**src/rtl/spi_arbiter.sv**
```systemverilog
// spi_arbiter: round-robin sharing of one SPI byte engine among NUM_REQ burst requesters
module spi_arbiter #(
    parameter int NUM_REQ = 4,
    parameter int TIMEOUT = 64
) (
    input  logic                       clk,
    input  logic                       reset,
    input  logic [NUM_REQ-1:0]         req_valid,
    input  logic [8*NUM_REQ-1:0]       req_data,
    input  logic [NUM_REQ-1:0]         req_last,
    output logic [NUM_REQ-1:0]         req_ready,
    output logic                       rsp_valid,
    output logic [7:0]                 rsp_data,
    output logic [$clog2(NUM_REQ)-1:0] rsp_id,
    output logic                       rsp_err,
    output logic [NUM_REQ-1:0]         ss_n,
    output logic                       eng_start,
    output logic [7:0]                 eng_tx_data,
    input  logic                       eng_done,
    input  logic [7:0]                 eng_rx_data,
    output logic                       busy
);
    localparam int IW = $clog2(NUM_REQ);
    localparam int CW = $clog2(TIMEOUT + 1);
    typedef enum logic [2:0] {IDLE, SELECT, LAUNCH, WAIT, RELEASE} state_t;
    state_t state;
    logic [IW-1:0] ptr, grant, win, idx;
    logic [CW-1:0] cnt;
    logic          last_q;
    logic          to;
    assign to = cnt == CW'(TIMEOUT - 1);
    assign req_ready = (state == LAUNCH) ? NUM_REQ'(1) << grant : '0;
    assign busy = state != IDLE;
    always_comb begin
        win = ptr;
        idx = ptr;
        for (int i = NUM_REQ - 1; i >= 0; i--) begin
            idx = IW'((int'(ptr) + i) % NUM_REQ);
            win = req_valid[idx] ? idx : win;
        end
    end
    always_ff @(posedge clk) begin
        if (reset) begin
            state       <= IDLE;
            ptr         <= '0;
            grant       <= '0;
            ss_n        <= '1;
            eng_start   <= 1'b0;
            eng_tx_data <= '0;
            rsp_valid   <= 1'b0;
            rsp_data    <= '0;
            rsp_id      <= '0;
            rsp_err     <= 1'b0;
            cnt         <= '0;
            last_q      <= 1'b0;
        end else begin
            rsp_valid <= 1'b0;
            eng_start <= 1'b0;
            case (state)
                IDLE: if (|req_valid) begin
                    grant  <= win;
                    rsp_id <= win;
                    ss_n   <= ~(NUM_REQ'(1) << win);
                    state  <= SELECT;
                end
                SELECT: begin
                    cnt   <= '0;
                    state <= LAUNCH;
                end
                LAUNCH: if (req_valid[grant]) begin
                    eng_tx_data <= req_data[{grant, 3'b000} +: 8];
                    last_q      <= req_last[grant];
                    eng_start   <= 1'b1;
                    cnt         <= '0;
                    state       <= WAIT;
                end else if (to) begin
                    rsp_valid <= 1'b1;
                    rsp_err   <= 1'b1;
                    rsp_data  <= '0;
                    ss_n      <= '1;
                    state     <= RELEASE;
                end else begin
                    cnt <= cnt + 1'b1;
                end
                WAIT: if (eng_done) begin
                    rsp_valid <= 1'b1;
                    rsp_data  <= eng_rx_data;
                    rsp_err   <= 1'b0;
                    cnt       <= '0;
                    ss_n      <= last_q ? '1 : ss_n;
                    state     <= last_q ? RELEASE : LAUNCH;
                end else if (to) begin
                    rsp_valid <= 1'b1;
                    rsp_err   <= 1'b1;
                    rsp_data  <= '0;
                    ss_n      <= '1;
                    state     <= RELEASE;
                end else begin
                    cnt <= cnt + 1'b1;
                end
                RELEASE: begin
                    ptr   <= (grant == IW'(NUM_REQ - 1)) ? '0 : grant + 1'b1;
                    state <= IDLE;
                end
                default: state <= IDLE;
            endcase
        end
    end
endmodule

```
**config.mk**
```make
export PLATFORM = sky130hd
export DESIGN_NAME = spi_arbiter
export DESIGN_NICKNAME = d
export VERILOG_FILES = /design/src/rtl/spi_arbiter.sv
export SDC_FILE = /design/constraint.sdc
export NUM_CORES = 1
export LEC_CHECK = 0
export CORE_ASPECT_RATIO = 1.75
export CORE_MARGIN = 2
export CORE_UTILIZATION = 48
export CTS_BUF_LIST = sky130_fd_sc_hd__clkbuf_8
export CTS_CLUSTER_DIAMETER = 120
export CTS_CLUSTER_SIZE = 28
export DETAILED_ROUTE_END_ITERATION = 10
export PLACE_DENSITY = 0.95
export RECOVER_POWER = 25
export SYNTH_ARGS = -nofsm -noshare
export SYNTH_HDL_FRONTEND = slang
export SYNTH_SLANG_ARGS = --single-unit
```
**constraint.sdc**
```tcl
create_clock -name clk -period 3.6 [get_ports clk]
set_input_delay 0.72 -clock clk [delete_from_list [all_inputs] [get_ports clk]]
set_output_delay 0.72 -clock clk [all_outputs]
set_load 0.05 [all_outputs]
```
==> results.toml, run 1 <==
[die]
placeable_core_area_um2 = 3900
die_area_um2 = 4680
ios = 81
fp.dieW_um = 52.6
initial_utilization_pct = 50.7
placementRows = 30
chipHeight_um = 89.0

[yosys]
netlist_instances = 203
total_of_flip_flops_plus_latches_after_synthesis = 38
yosysWarnings = 0
synth.distinct_cells = 50
yosys-top-cells-count = "38 x sky130_fd_sc_hd__dfxtp_1, 29 x sky130_fd_sc_hd__nor2_1, 14 x sky130_fd_sc_hd__mux2i_1"
netlist.top_cell.by_area = "sky130_fd_sc_hd__dfxtp_1"
ys_seq_area_share_pct = 38.4
synth_top_area_share_pct = 38.4
leading_cell_type_by_number_of_instances_after_synthesis = "sky130_fd_sc_hd__dfxtp_1"
ys_async_sr_fraction_pct = 0
mappedNetlistArea_um2 = 1980
top_flip_flop_cell_by_instance_count_after_synthesis = "sky130_fd_sc_hd__dfxtp_1"
synth_area_leaders = "sky130_fd_sc_hd__dfxtp_1 38%, sky130_fd_sc_hd__mux4_2 10%, sky130_fd_sc_hd__mux2i_1 7.1%"
synth_enable_flop_cells = 0
syn_nets = 259
syn-mean-instance-area_um2 = 9.76

[drt]
drt_pass1_iterations = 5
drt_iter0_markers = 49
drt.antenna.violating_nets = 0
wl_per_cell_um = 17.5
num_vias = 1904
detail_route.wirelength_um = 5770
vias_per_instance = 5.77
drt_drc_violations_left = 0

[clock_network]
cts_max_path_buffers = 2
clkSinkCount = 38
cts.root.buffer_cell = "sky130_fd_sc_hd__clkbuf_8"
post_cts.resized_instances = 0
cts.hold.buffers_added = 0
h-tree-depth = 2
clk_transition_reported_paths_ns = 0.08
tritoncts_clock_tree = "yes"
clock_latency_ns = 0.29
cts_made_buffers = 5
post_cts.repair.setup_buffers = 0

[setup_path]
arrival_ns = 2.36
critPathTopFamily = "buffers and inverters"
worstPathMaxFanout = 16
setup.worst_path.start_class = "flip-flop"
worst-setup-path-type = "flip-flop to primary output"
critical_path.cell_chain = "inv_1, ha_1, and3_1, clkdlybuf4s50_1"
element_type_at_the_critical_path_end = "primary output"
slowest_stage = "sky130_fd_sc_hd__dfxtp_1"
critical_path_required_ns = 2.88
crit_path_max_incr_delay_ns = 0.74
cp_num_buf_inv = 2

[place]
detailed_place_hpwl_um = 4480
postPlaceCellArea_um2 = 2790
final_wtd_congestion = 0.861
placement.io_buffers = 80

[timing]
timing.setup.tns_ns = 0
unrepaired_setup_endpoints_after_global_routing = "no"
max_freq_mhz = 325
fin_worst_skew_ns = 0.00683
drv_slew = 0
final_period_minus_worst_setup_slack_ns = 3.08
max-slew-margin-rel_pct = 37.2
final-hold-violation-count = 0
min_period_over_period_pct = 85.5
setup_viol = 0
worstMarginPinSlew_ns = 0.927

[global_routing]
grt_remaining_overflow = 0
grt_antenna_before_repair = 0
grt_pass1_wl_um = 8940
grt_use_total_pct = 26.0
grt_start_max_net_pins = 23
first_global_vias = 1930

[finish]
antennaDiodeCount = 0
finish.net_count = 337
drive_above_1_share_pct = 9.57
areaGrowthSynthToFinish_pct = 47.6
final_cell_area_um2 = 2920

[status]
status = "finished clean"

[pwr]
pwr_density_cell_nw_per_um2 = 411
power.static_leakage_nw = 1.18
vdd_drop_max_v = 0.000328

[run]
max-cap-violations = 0

[min_path]
worstHoldPathType = "flip-flop to flip-flop"
[through the flow]
| step | std cells | total power, mW | hold slack, ns | util, % | setup slack, ns |
|---|---|---|---|---|---|
| 2_1_floorplan | 203 | 0.657 | 0.418 | - | 1.12 |
| 3_3_place_gp | 322 | 0.762 | 0.424 | 71.4 | 0.919 |
| 3_5_place_dp | 322 | 0.775 | 0.453 | 71.4 | 0.791 |
| 5_1_grt | 330 | 1.24 | 0.479 | 74.9 | 0.451 |
| 6_report | 330 | 1.20 | 0.469 | 74.9 | 0.521 |
| 4_1_cts | 330 | 1.21 | 0.467 | 75.0 | 0.496 |
[kinds of logic (layout without fill, tap and decap cells)]
kind of cell,count (synthesis),after routing,synth area share [%]
buffers and inverters,19,98,4.93
AND/OR/NAND/NOR,73,73,17.9
AO/OA/AOI/OAI,40,40,15.9
adder cells (fa/ha/maj),5,5,3.16
XOR/XNOR,4,4,1.77
flip-flops,38,38,38.4
multiplexers,24,24,18.0
[report_power, final]
part           internal [mW]  switching (mW)  leakage [nW]  total [mW]
Sequential             0.440          0.0257         0.308       0.466
Combinational          0.140           0.162         0.799       0.302
Clock                  0.278           0.156        0.0683       0.433
Total                  0.857           0.344          1.18        1.20
[registers in the layout, indices dropped and copies added (netlist names)]
name         cells
cnt              7
eng_start        1
eng_tx_data      8
grant            2
last_q           1
ptr              2
rsp_data         8
rsp_err          1
rsp_valid        1
ss_n             4
state            3
[metal layers]
layer	GRT usage (%)	share of wire, %	wire, um	vias up
met4	12.8	3.5	202	0
met5	0	0	0	-
met3	6.35	4.4	251	20
li1	-	-	-	894
met2	47.5	56	3250	75
met1	26.8	36	2060	915
[cell usage in the layout (no fill, tap or decap), types with 3 or more instances in the layout]
| cell | n |
|---|---|
| sky130_fd_sc_hd__a32o_1 | 8 |
| sky130_fd_sc_hd__inv_1 | 8 |
| sky130_fd_sc_hd__nand2b_1 | 5 |
| sky130_fd_sc_hd__and3_1 | 4 |
| sky130_fd_sc_hd__ha_1 | 5 |
| sky130_fd_sc_hd__nor2b_1 | 3 |
| sky130_fd_sc_hd__clkdlybuf4s50_1 | 68 |
| sky130_fd_sc_hd__o21ai_0 | 6 |
| sky130_fd_sc_hd__xor2_1 | 3 |
| sky130_fd_sc_hd__nand4_1 | 3 |
| sky130_fd_sc_hd__mux2i_1 | 15 |
| sky130_fd_sc_hd__nand2_1 | 12 |
| sky130_fd_sc_hd__dfxtp_1 | 38 |
| sky130_fd_sc_hd__dlygate4sd3_1 | 12 |
| sky130_fd_sc_hd__a21oi_1 | 5 |
| sky130_fd_sc_hd__nor2_1 | 29 |
| sky130_fd_sc_hd__mux4_2 | 9 |
| sky130_fd_sc_hd__clkbuf_8 | 5 |
| sky130_fd_sc_hd__nor3_1 | 4 |
[tightest hold or removal path, stage by stage (launching register included)]
cell	delay, ns
sky130_fd_sc_hd__dfxtp_1	0.32
sky130_fd_sc_hd__o31ai_1	0.07
sky130_fd_sc_hd__nor2_1	0.04
[final timing paths]
path | cells past startpoint | slack, ns | from | to
setup / recovery | 4 | 0.52 | grant[1] | req_ready[1]
hold / removal | 2 | 0.47 | cnt[6] | cnt[6]
setup reg to reg | 5 | 1.17 | grant[1] | cnt[0]
hold reg to reg | 2 | 0.47 | cnt[6] | cnt[6]
[final cells by class]
| class | instances | area [um2] |
|---|---|---|
| multi-input cells | 146 | 1120 |
| well taps | 48 | 60.1 |
| clock buffers | 5 | 68.8 |
| fillers | 268 | 981 |
| repair buffers | 82 | 816 |
| flip-flops and latches | 38 | 761 |
| inverters | 8 | 30.0 |
| clock inverters | 3 | 68.8 |
No activity file was read; power rests on OpenSTA's default activity.
==> run 2, diff against run 1 <==
--- a/config.mk
+++ b/config.mk
@@ -5,6 +5,7 @@
 export SDC_FILE = /design/constraint.sdc
 export NUM_CORES = 1
 export LEC_CHECK = 0
+export CAP_MARGIN = 20
 export CORE_ASPECT_RATIO = 1.75
 export CORE_MARGIN = 2
 export CORE_UTILIZATION = 48
==> results of run 2 <==
The final DEF is identical to that of run 1; final timing and power are the same.
